File: config.mk
export PLATFORM = sky130hd
export DESIGN_NAME = mem_responder
export DESIGN_NICKNAME = d
export VERILOG_FILES = /design/src/rtl/mem_responder.sv
export SDC_FILE = /design/constraint.sdc
export NUM_CORES = 1
export LEC_CHECK = 0
export CORE_UTILIZATION = 56
export DETAILED_ROUTE_END_ITERATION = 7
export PLACE_DENSITY_LB_ADDON = 0.05
export SLEW_MARGIN = 40
export SYNTH_ARGS = -nofsm -noshare
export SYNTH_HDL_FRONTEND = slang
export SYNTH_SLANG_ARGS = --single-unit
File: constraint.sdc
create_clock -name clk -period 4 [get_ports clk]
set_input_delay 1 -clock clk [delete_from_list [all_inputs] [get_ports clk]]
set_output_delay 1 -clock clk [all_outputs]
set_load 0.02 [all_outputs]
File: src/rtl/mem_responder.sv
// Memory-side responder: arbitrates one instruction fetch and one load/store and
// serializes them onto the 8-bit RAM/IO bus, returning little-endian words.
module mem_responder #(
    parameter logic [31:0] IO_BASE = 32'h30000,
    parameter int          ADDR_W  = 32
) (
    input  logic              clk,
    input  logic              rst,
    input  logic              rdy,
    input  logic              io_buffer_full,
    input  logic [7:0]        mem_din,
    output logic [7:0]        mem_dout,
    output logic [ADDR_W-1:0] mem_a,
    output logic              mem_wr,
    input  logic              inst_req,
    input  logic [ADDR_W-1:0] inst_addr,
    input  logic              inst_clr,
    output logic              inst_flag,
    output logic [31:0]       inst_out,
    input  logic              data_req,
    input  logic              data_wr,
    input  logic [1:0]        data_len,
    input  logic              data_signed,
    input  logic [ADDR_W-1:0] data_addr,
    input  logic [31:0]       data_wdata,
    output logic              data_flag,
    output logic [31:0]       data_rdata
);

    typedef enum logic [1:0] {S_IDLE, S_READ, S_WRITE, S_DONE} state_t;

    localparam logic [ADDR_W-1:0] IO_MASK = IO_BASE[ADDR_W-1:0];
    localparam logic [ADDR_W-1:0] A_ONE   = {{(ADDR_W-1){1'b0}}, 1'b1};

    state_t            state_r;
    logic [ADDR_W-1:0] base_r;
    logic [ADDR_W-1:0] mem_a_r;
    logic [7:0]        mem_dout_r;
    logic              wr_en_r;
    logic [31:0]       wdata_r;
    logic [1:0]        last_r;
    logic              sgn_r;
    logic              fetch_r;
    logic [1:0]        cnt_r;
    logic [2:0]        iss_r;
    logic              pv_r;
    logic [31:0]       bytes_r;
    logic              inst_flag_r;
    logic              data_flag_r;
    logic [31:0]       inst_out_r;
    logic [31:0]       data_rdata_r;

    logic              io_s;
    logic              io_stall_s;
    logic [31:0]       cap_word_s;

    function automatic logic [31:0] extend(input logic [31:0] w, input logic [1:0] last,
                                           input logic sgn);
        case (last)
            2'd0:    return {{24{sgn & w[7]}}, w[7:0]};
            2'd1:    return {{16{sgn & w[15]}}, w[15:0]};
            default: return w;
        endcase
    endfunction

    function automatic logic [7:0] byte_of(input logic [31:0] w, input logic [1:0] idx);
        return w[{idx, 3'b000} +: 8];
    endfunction

    function automatic logic [1:0] len_to_last(input logic [1:0] len);
        case (len)
            2'd0:    return 2'd0;
            2'd1:    return 2'd1;
            default: return 2'd3;
        endcase
    endfunction

    // I/O decode of the address on the bus and the uart back-pressure it implies
    always_comb begin
        io_s       = ((mem_a_r & IO_MASK) == IO_MASK);
        io_stall_s = io_s & io_buffer_full;
    end

    // Current byte lanes with the incoming byte merged into the lane being captured
    always_comb begin
        cap_word_s = bytes_r;
        cap_word_s[{cnt_r, 3'b000} +: 8] = mem_din;
    end

    // Main sequencer: arbitration, address issue, byte capture and result registration
    always_ff @(posedge clk or negedge rst) begin
        if (!rst) begin
            state_r      <= S_IDLE;
            base_r       <= '0;
            mem_a_r      <= '0;
            mem_dout_r   <= 8'h00;
            wr_en_r      <= 1'b0;
            wdata_r      <= 32'h0;
            last_r       <= 2'd0;
            sgn_r        <= 1'b0;
            fetch_r      <= 1'b0;
            cnt_r        <= 2'd0;
            iss_r        <= 3'd0;
            pv_r         <= 1'b0;
            bytes_r      <= 32'h0;
            inst_flag_r  <= 1'b0;
            data_flag_r  <= 1'b0;
            inst_out_r   <= 32'h0;
            data_rdata_r <= 32'h0;
        end else if (!rdy) begin
            // Any byte still in flight is dropped; the read path re-issues it on resume
            pv_r <= 1'b0;
        end else begin
            inst_flag_r <= 1'b0;
            data_flag_r <= 1'b0;
            case (state_r)
                S_IDLE: begin
                    cnt_r <= 2'd0;
                    iss_r <= 3'd0;
                    pv_r  <= 1'b0;
                    if (data_req) begin
                        fetch_r <= 1'b0;
                        base_r  <= data_addr;
                        mem_a_r <= data_addr;
                        last_r  <= len_to_last(data_len);
                        sgn_r   <= data_signed;
                        wdata_r <= data_wdata;
                        wr_en_r <= data_wr;
                        if (data_wr) begin
                            mem_dout_r <= data_wdata[7:0];
                            state_r    <= S_WRITE;
                        end else begin
                            state_r    <= S_READ;
                        end
                    end else if (inst_req && !inst_clr) begin
                        fetch_r <= 1'b1;
                        base_r  <= inst_addr;
                        mem_a_r <= inst_addr;
                        last_r  <= 2'd3;
                        sgn_r   <= 1'b0;
                        wr_en_r <= 1'b0;
                        state_r <= S_READ;
                    end else begin
                        state_r <= S_IDLE;
                    end
                end
                S_READ: begin
                    if (fetch_r && inst_clr) begin
                        pv_r    <= 1'b0;
                        state_r <= S_IDLE;
                    end else if (!pv_r && iss_r != {1'b0, cnt_r}) begin
                        // Resuming after a freeze lost a byte: rewind to the first uncaptured one
                        mem_a_r <= base_r + {{(ADDR_W-2){1'b0}}, cnt_r};
                        iss_r   <= {1'b0, cnt_r};
                    end else begin
                        if (pv_r) begin
                            bytes_r <= cap_word_s;
                            cnt_r   <= cnt_r + 2'd1;
                            if (cnt_r == last_r) begin
                                state_r <= S_DONE;
                                if (fetch_r) begin
                                    inst_flag_r <= 1'b1;
                                    inst_out_r  <= cap_word_s;
                                end else begin
                                    data_flag_r  <= 1'b1;
                                    data_rdata_r <= extend(cap_word_s, last_r, sgn_r);
                                end
                            end
                        end
                        if (iss_r <= {1'b0, last_r}) begin
                            pv_r  <= 1'b1;
                            iss_r <= iss_r + 3'd1;
                            if (iss_r != {1'b0, last_r}) begin
                                mem_a_r <= mem_a_r + A_ONE;
                            end
                        end else begin
                            pv_r <= 1'b0;
                        end
                    end
                end
                S_WRITE: begin
                    if (!io_stall_s) begin
                        if (cnt_r == last_r) begin
                            wr_en_r     <= 1'b0;
                            data_flag_r <= 1'b1;
                            state_r     <= S_DONE;
                        end else begin
                            cnt_r      <= cnt_r + 2'd1;
                            mem_a_r    <= mem_a_r + A_ONE;
                            mem_dout_r <= byte_of(wdata_r, cnt_r + 2'd1);
                        end
                    end
                end
                S_DONE: begin
                    state_r <= S_IDLE;
                end
                default: begin
                    state_r <= S_IDLE;
                end
            endcase
        end
    end

    assign mem_a      = mem_a_r;
    assign mem_dout   = mem_dout_r;
    assign mem_wr     = wr_en_r & rdy & ~io_stall_s;
    assign inst_flag  = inst_flag_r & rdy & ~inst_clr;
    assign data_flag  = data_flag_r & rdy;
    assign inst_out   = inst_out_r;
    assign data_rdata = data_rdata_r;

endmodule

# --- Word level (Yosys, flattened, before mapping) ---
# Cells that the tools add are included.
classes:
  n_addsub: 5
  mul: 0
  n_div: 0
  n_lt_le_gt_ge: 1
  eq_ne: 24
  shift: 3
  muxes: 65
  bitwise_logic: 13
  reduce_logical: 24
ops:
  columns: ["op", "n"]
  rows:
  - ["$mux W32", 8]
  - ["$pmux W32 S3", 1]
  - ["$pmux W32 S2", 1]
  - ["$add A32 B1 Y32 const B", 1]
  - ["$add A32 B2 Y32", 1]
  - ["$bwmux W32", 1]
  - ["$mux W8", 4]
  - ["$shift A8 B7 Y32 const A", 1]
  - ["$shiftx A32 B6 Y8", 1]
  - ["$shiftx A8 B7 Y32", 1]
  - ["$mux W2", 14]
  - ["$mux W1", 25]
  - ["$reduce_and A7 Y1", 3]
  - ["$ne A2 B2 Y1 const B", 8]
  - ["$pmux W8 S2", 1]
  - ["$ne A3 B3 Y1 const B", 5]
  - ["$reduce_and A5 Y1", 2]
  - ["$mux W3", 3]
  - ["$and A1 B1 Y1", 8]
  - ["$pmux W2 S4", 1]
  - ["$reduce_and A4 Y1", 2]
  - ["$reduce_and A8 Y1", 1]
  - ["$neg A5 Y7", 1]
  - ["$eq A2 B1 Y1 const B", 3]
  - ["other kinds (21)", 38]
totals:
  reg_bits: 215
  latchBits: 0
  ramBits: 0
  rom_bits: 0
  input_bits: 115
  out_inout_bits: 107
  memories: 0

# --- Longest topological paths before layout ---
depth:
  word_depth: 6
  mapped_depth: 10
  depth_no_buf: 8

# --- Least setup slack after synthesis ---
# OpenSTA, ideal clock, no wires.
synth_path:
  path_kind: "input to output"
  startpoint: "input port rdy"
  endpoint: "output port inst_flag"
  arrival_time_ps: 1487
  slack_ps: 1513
  stages: 3
  path_buffers: 1
  cell_sequence: "buf_2 -> nand2_1 -> nor2_1"
synth_between:
  elab_chain_len: 2
synth_rtl:
  columns: ["element", "line_no", "text"]
  rows:
  - ["start, declared", "9", "input logic rdy,"]
  - ["$and A1 B1 Y1 (2 in a row)", "207", "assign inst_flag = inst_flag_r & rdy & ~inst_clr;"]
  - ["end, declared", "18", "output logic inst_flag,"]
# No other way between the ends.

# --- Final worst setup path ---
layout_path:
  startpoint: "input port rdy"
  endpoint: "output port mem_wr"
layout_between:
  elab_chain_len: 2
layout_rtl:
  columns: ["element", "line_no", "text"]
  rows:
  - ["$and A1 B1 Y1 (2 in a row)", "206", "assign mem_wr = wr_en_r & rdy & ~io_stall_s;"]
  - ["end, declared", "14", "output logic mem_wr,"]
# No other way between the ends.

==> impl_metrics.tcl <==
set metrics [dict create \
    min_path_type "reg2reg" \
    synth_warnings 0 \
    grt_max_degree 95 \
    leakagePower_nw 6.20 \
    first_global_vias 9171 \
    stdcell_count 1646 \
    slowest_stage "clkdlybuf4s50_1" \
    ys_ff_latch 215 \
    rsz0062_at_grt "false" \
    peakVddDrop_uv 344 \
    rr_worst_depth 9 \
    setup_viol 0 \
    route.detailed.drc 0 \
    io_pins 222 \
    grt_pass1_wl_microns 48000 \
    outcome "complete, no violations" \
    overflow 0 \
    grt.total_usage_pct 29.5 \
    vias 9741 \
    synthFlopType "dfrtp_1" \
    r2r_slack_ns 0.97 \
    fillCellCount 1445 \
    slew_viol_final 0 \
    wl_met1_microns 13400 \
    yosysTopAreaCell "dfrtp_1" \
    first_iter_violations 750 \
    synthArstFlopShare_pct 100 \
    synthCells 1175 \
    rows 51 \
    initial_core_util_pct 57.9 \
    maxUsedRoutingLayer "met4" \
    ctsResizeCount 0 \
    wl_met3_microns 2260 \
    critPathBufInv 2 \
    period_share_pct 88.5 \
    hpwl_microns 21000 \
    end_kind "output port" \
    path_clk_slew_ns 0.06 \
    first_pass_iters 5 \
    antenna_left 0 \
    die_area_sq_mm 0.0209 \
    mostFrequentLayoutCells "clkdlybuf4s50_1, dfrtp_1, o21ai_0, nand2_1, a21oi_1" \
    totalNegativeSetupSlack_ns 0 \
    synth_edf_count 0 \
    comb_power_share_pct 40.2 \
    critPathKind "in2out" \
    syn_avg_cell_area_sq_um 9.71 \
    drive_gt1_share_pct 8.98 \
    crit_arrival_ns 2.54 \
    clock_sinks 215 \
    port_buffers 221 \
    tightestPinTransition_ns 0.855 \
    period_needed_ns 3.54 \
    fin_worst_skew_ns 0.0171 \
    ctsLongestPathBuffers 3 \
    synth.top_cell.area_share_pct 47.2 \
    synth.distinct_cells 75 \
    ys_top_cells_by_area "dfrtp_1, o21ai_0, a21oi_1" \
    fp.dieH_microns 145 \
    n_antenna_cell 0 \
    gp_congestion 0.924 \
    area_delta_synth_final_pct 28.0 \
    powerDensity_mw_per_mm2 649 \
    cts_max_level 1 \
    crit_fanout 10 \
    finalNetCount 1501 \
    cp_common_cell "clkdlybuf4s50_1" \
    p_int_w 0.00580 \
    crit_start "rdy" \
    cp-endpoint "mem_wr" \
    cts_hold_buf 0 \
    tritoncts "built" \
    r2r_end "data_rdata[23]$_DFFE_PN0P_" \
    numPlacedInstances 1609 \
    cts-root-buf "clkbuf_16" \
    power_w 0.00948 \
    grt_antenna_before_repair 0 \
    clock.fmax_ghz 0.283 \
    cp-start-kind "input pin" \
    path_cells "clkdlybuf4s50_1, and3_1, clkdlybuf4s50_1" \
    slew_headroom_pct 42.9 \
    crit_cells 3 \
    core_sq_mm 0.0197 \
    p_sw_share_pct 38.9 \
    finalHoldViolCount 0 \
    ys_seq_area_share_pct 47.2 \
    pwr-share-seq_pct 37.6 \
    cp.required_ns 3.00 \
    wl_met2_microns 13800 \
    cts_setup_buffers 0 \
    die_w_microns 145 \
    crit_path_max_incr_delay_ns 0.69 \
    pwr-share-clk_pct 22.3 \
    maxCapViolCount 0 \
    drt_wl_total_microns 30100 \
    switchingPower_w 0.00369 \
    wl_per_cell_microns 18.3 \
    critical-path-top-delay-family "buffers and inverters" \
    synth.cell_area_sq_mm 0.0114 \
    final_common_cell "clkdlybuf4s50_1" \
    insertion_delay_ns 0.52 \
    syn-num-nets 1306 \
    r2r_start "cnt_r[1]$_DFFE_PN0P_" \
    cts_buffers 23 \
    viasPerCell 5.92 \
]
-- logic make-up after synthesis --
kind of cell | after synthesis | synth area share (%)
AO/OA/AOI/OAI | 336 | 18.2
adder cells (fa/ha/maj) | 16 | 1.82
flip-flops | 215 | 47.2
buffers and inverters | 113 | 3.99
XOR/XNOR | 53 | 4.07
AND/OR/NAND/NOR | 356 | 16.0
multiplexers | 86 | 8.77
-- through the flow --
step                hold WS (ns)  utilization, %  area [sq um]  setup slack [ns]
detailed placement         0.462            70.3         13900             0.484
floorplan                  0.442               -         11400              1.51
global placement           0.453            70.3         13900             0.506
global route               0.494            74.1         14600             0.385
finish                     0.470            74.1         14600             0.460
CTS                        0.474            74.0         14600             0.471
-- tightest hold or removal path: cells and delay by family, from the launching register on --
kind             cells  cell delay [ns]
AO/OA/AOI/OAI        1             0.06
AND/OR/NAND/NOR      1             0.05
flip-flops           1             0.33
-- power by group through the flow --
stage	Sequential, W	Clock [W]	Combinational (W)
final	0.00356	0.00211	0.00381
after global routing	0.00365	0.00222	0.00416
after CTS	0.00354	0.00215	0.00380
after detailed placement	0.00357	0	0.00378
after global placement	0.00355	0	0.00368
after floorplan	0.00364	0	0.00228
-- synth_stat cells, drive strengths merged, types with 3 or more instances --
master,n
nor2,83
o31ai,8
a221oi,4
and2,13
xor2,19
clkbuf,51
nor4,18
ha,15
and3,9
mux2,32
nand2,114
nand3,24
dfrtp,215
nor3,24
o221ai,9
buf,19
xnor2,34
a21o,9
mux4,8
clkinv,3
and4,7
a22oi,13
o22ai,9
mux2i,46
or3,4
o211ai,8
nor2b,27
o21a,8
a221o,5
inv,40
a22o,17
a21oi,96
a31oi,7
nand4,23
o21ai,122
-- final cells by class --
cell class | instances | area, sq um | share of cell area (%)
multi-input combinational | 847 | 5620 | 38.5
tap | 265 | 332 | 2.27
clock inverter | 4 | 73.8 | 0.505
timing repair buffer | 240 | 2380 | 16.3
clock buffer | 32 | 659 | 4.52
sequential | 215 | 5380 | 36.8
inverter | 43 | 161 | 1.11
-- routing by layer --
layer / track usage [%] / vias to the layer above
met5: 0 / -
met3: 5.07 / 55
li1: - / 4610
met2: 46.0 / 388
met4: 7.98 / 0
met1: 42.5 / 4688
-- registers in the layout (all words and copies together), names as in the netlist --
register	cells
base_r	32
bytes_r	32
cnt_r	2
data_flag_r	1
data_rdata	32
fetch_r	1
inst_flag_r	1
inst_out	32
iss_r	3
last_r	2
mem_a	32
mem_dout	8
pv_r	1
sgn_r	1
state_r	2
wdata_r	32
wr_en_r	1
-- how the worst min path moves through the flow --
stage / startpoint / end / slack [ns] / cells after the start
3_3_place_gp: bytes_r[25]$_DFFE_PN0P_ / bytes_r[25]$_DFFE_PN0P_ / 0.45 / 2
6_report: bytes_r[27]$_DFFE_PN0P_ / bytes_r[27]$_DFFE_PN0P_ / 0.47 / 2
2_1_floorplan: bytes_r[10]$_DFFE_PN0P_ / bytes_r[10]$_DFFE_PN0P_ / 0.44 / 2
4_1_cts: bytes_r[27]$_DFFE_PN0P_ / bytes_r[27]$_DFFE_PN0P_ / 0.47 / 2
3_5_place_dp: bytes_r[27]$_DFFE_PN0P_ / bytes_r[27]$_DFFE_PN0P_ / 0.46 / 2
5_1_grt: bytes_r[29]$_DFFE_PN0P_ / bytes_r[29]$_DFFE_PN0P_ / 0.49 / 2
Power figures use the tool's default switching activity.
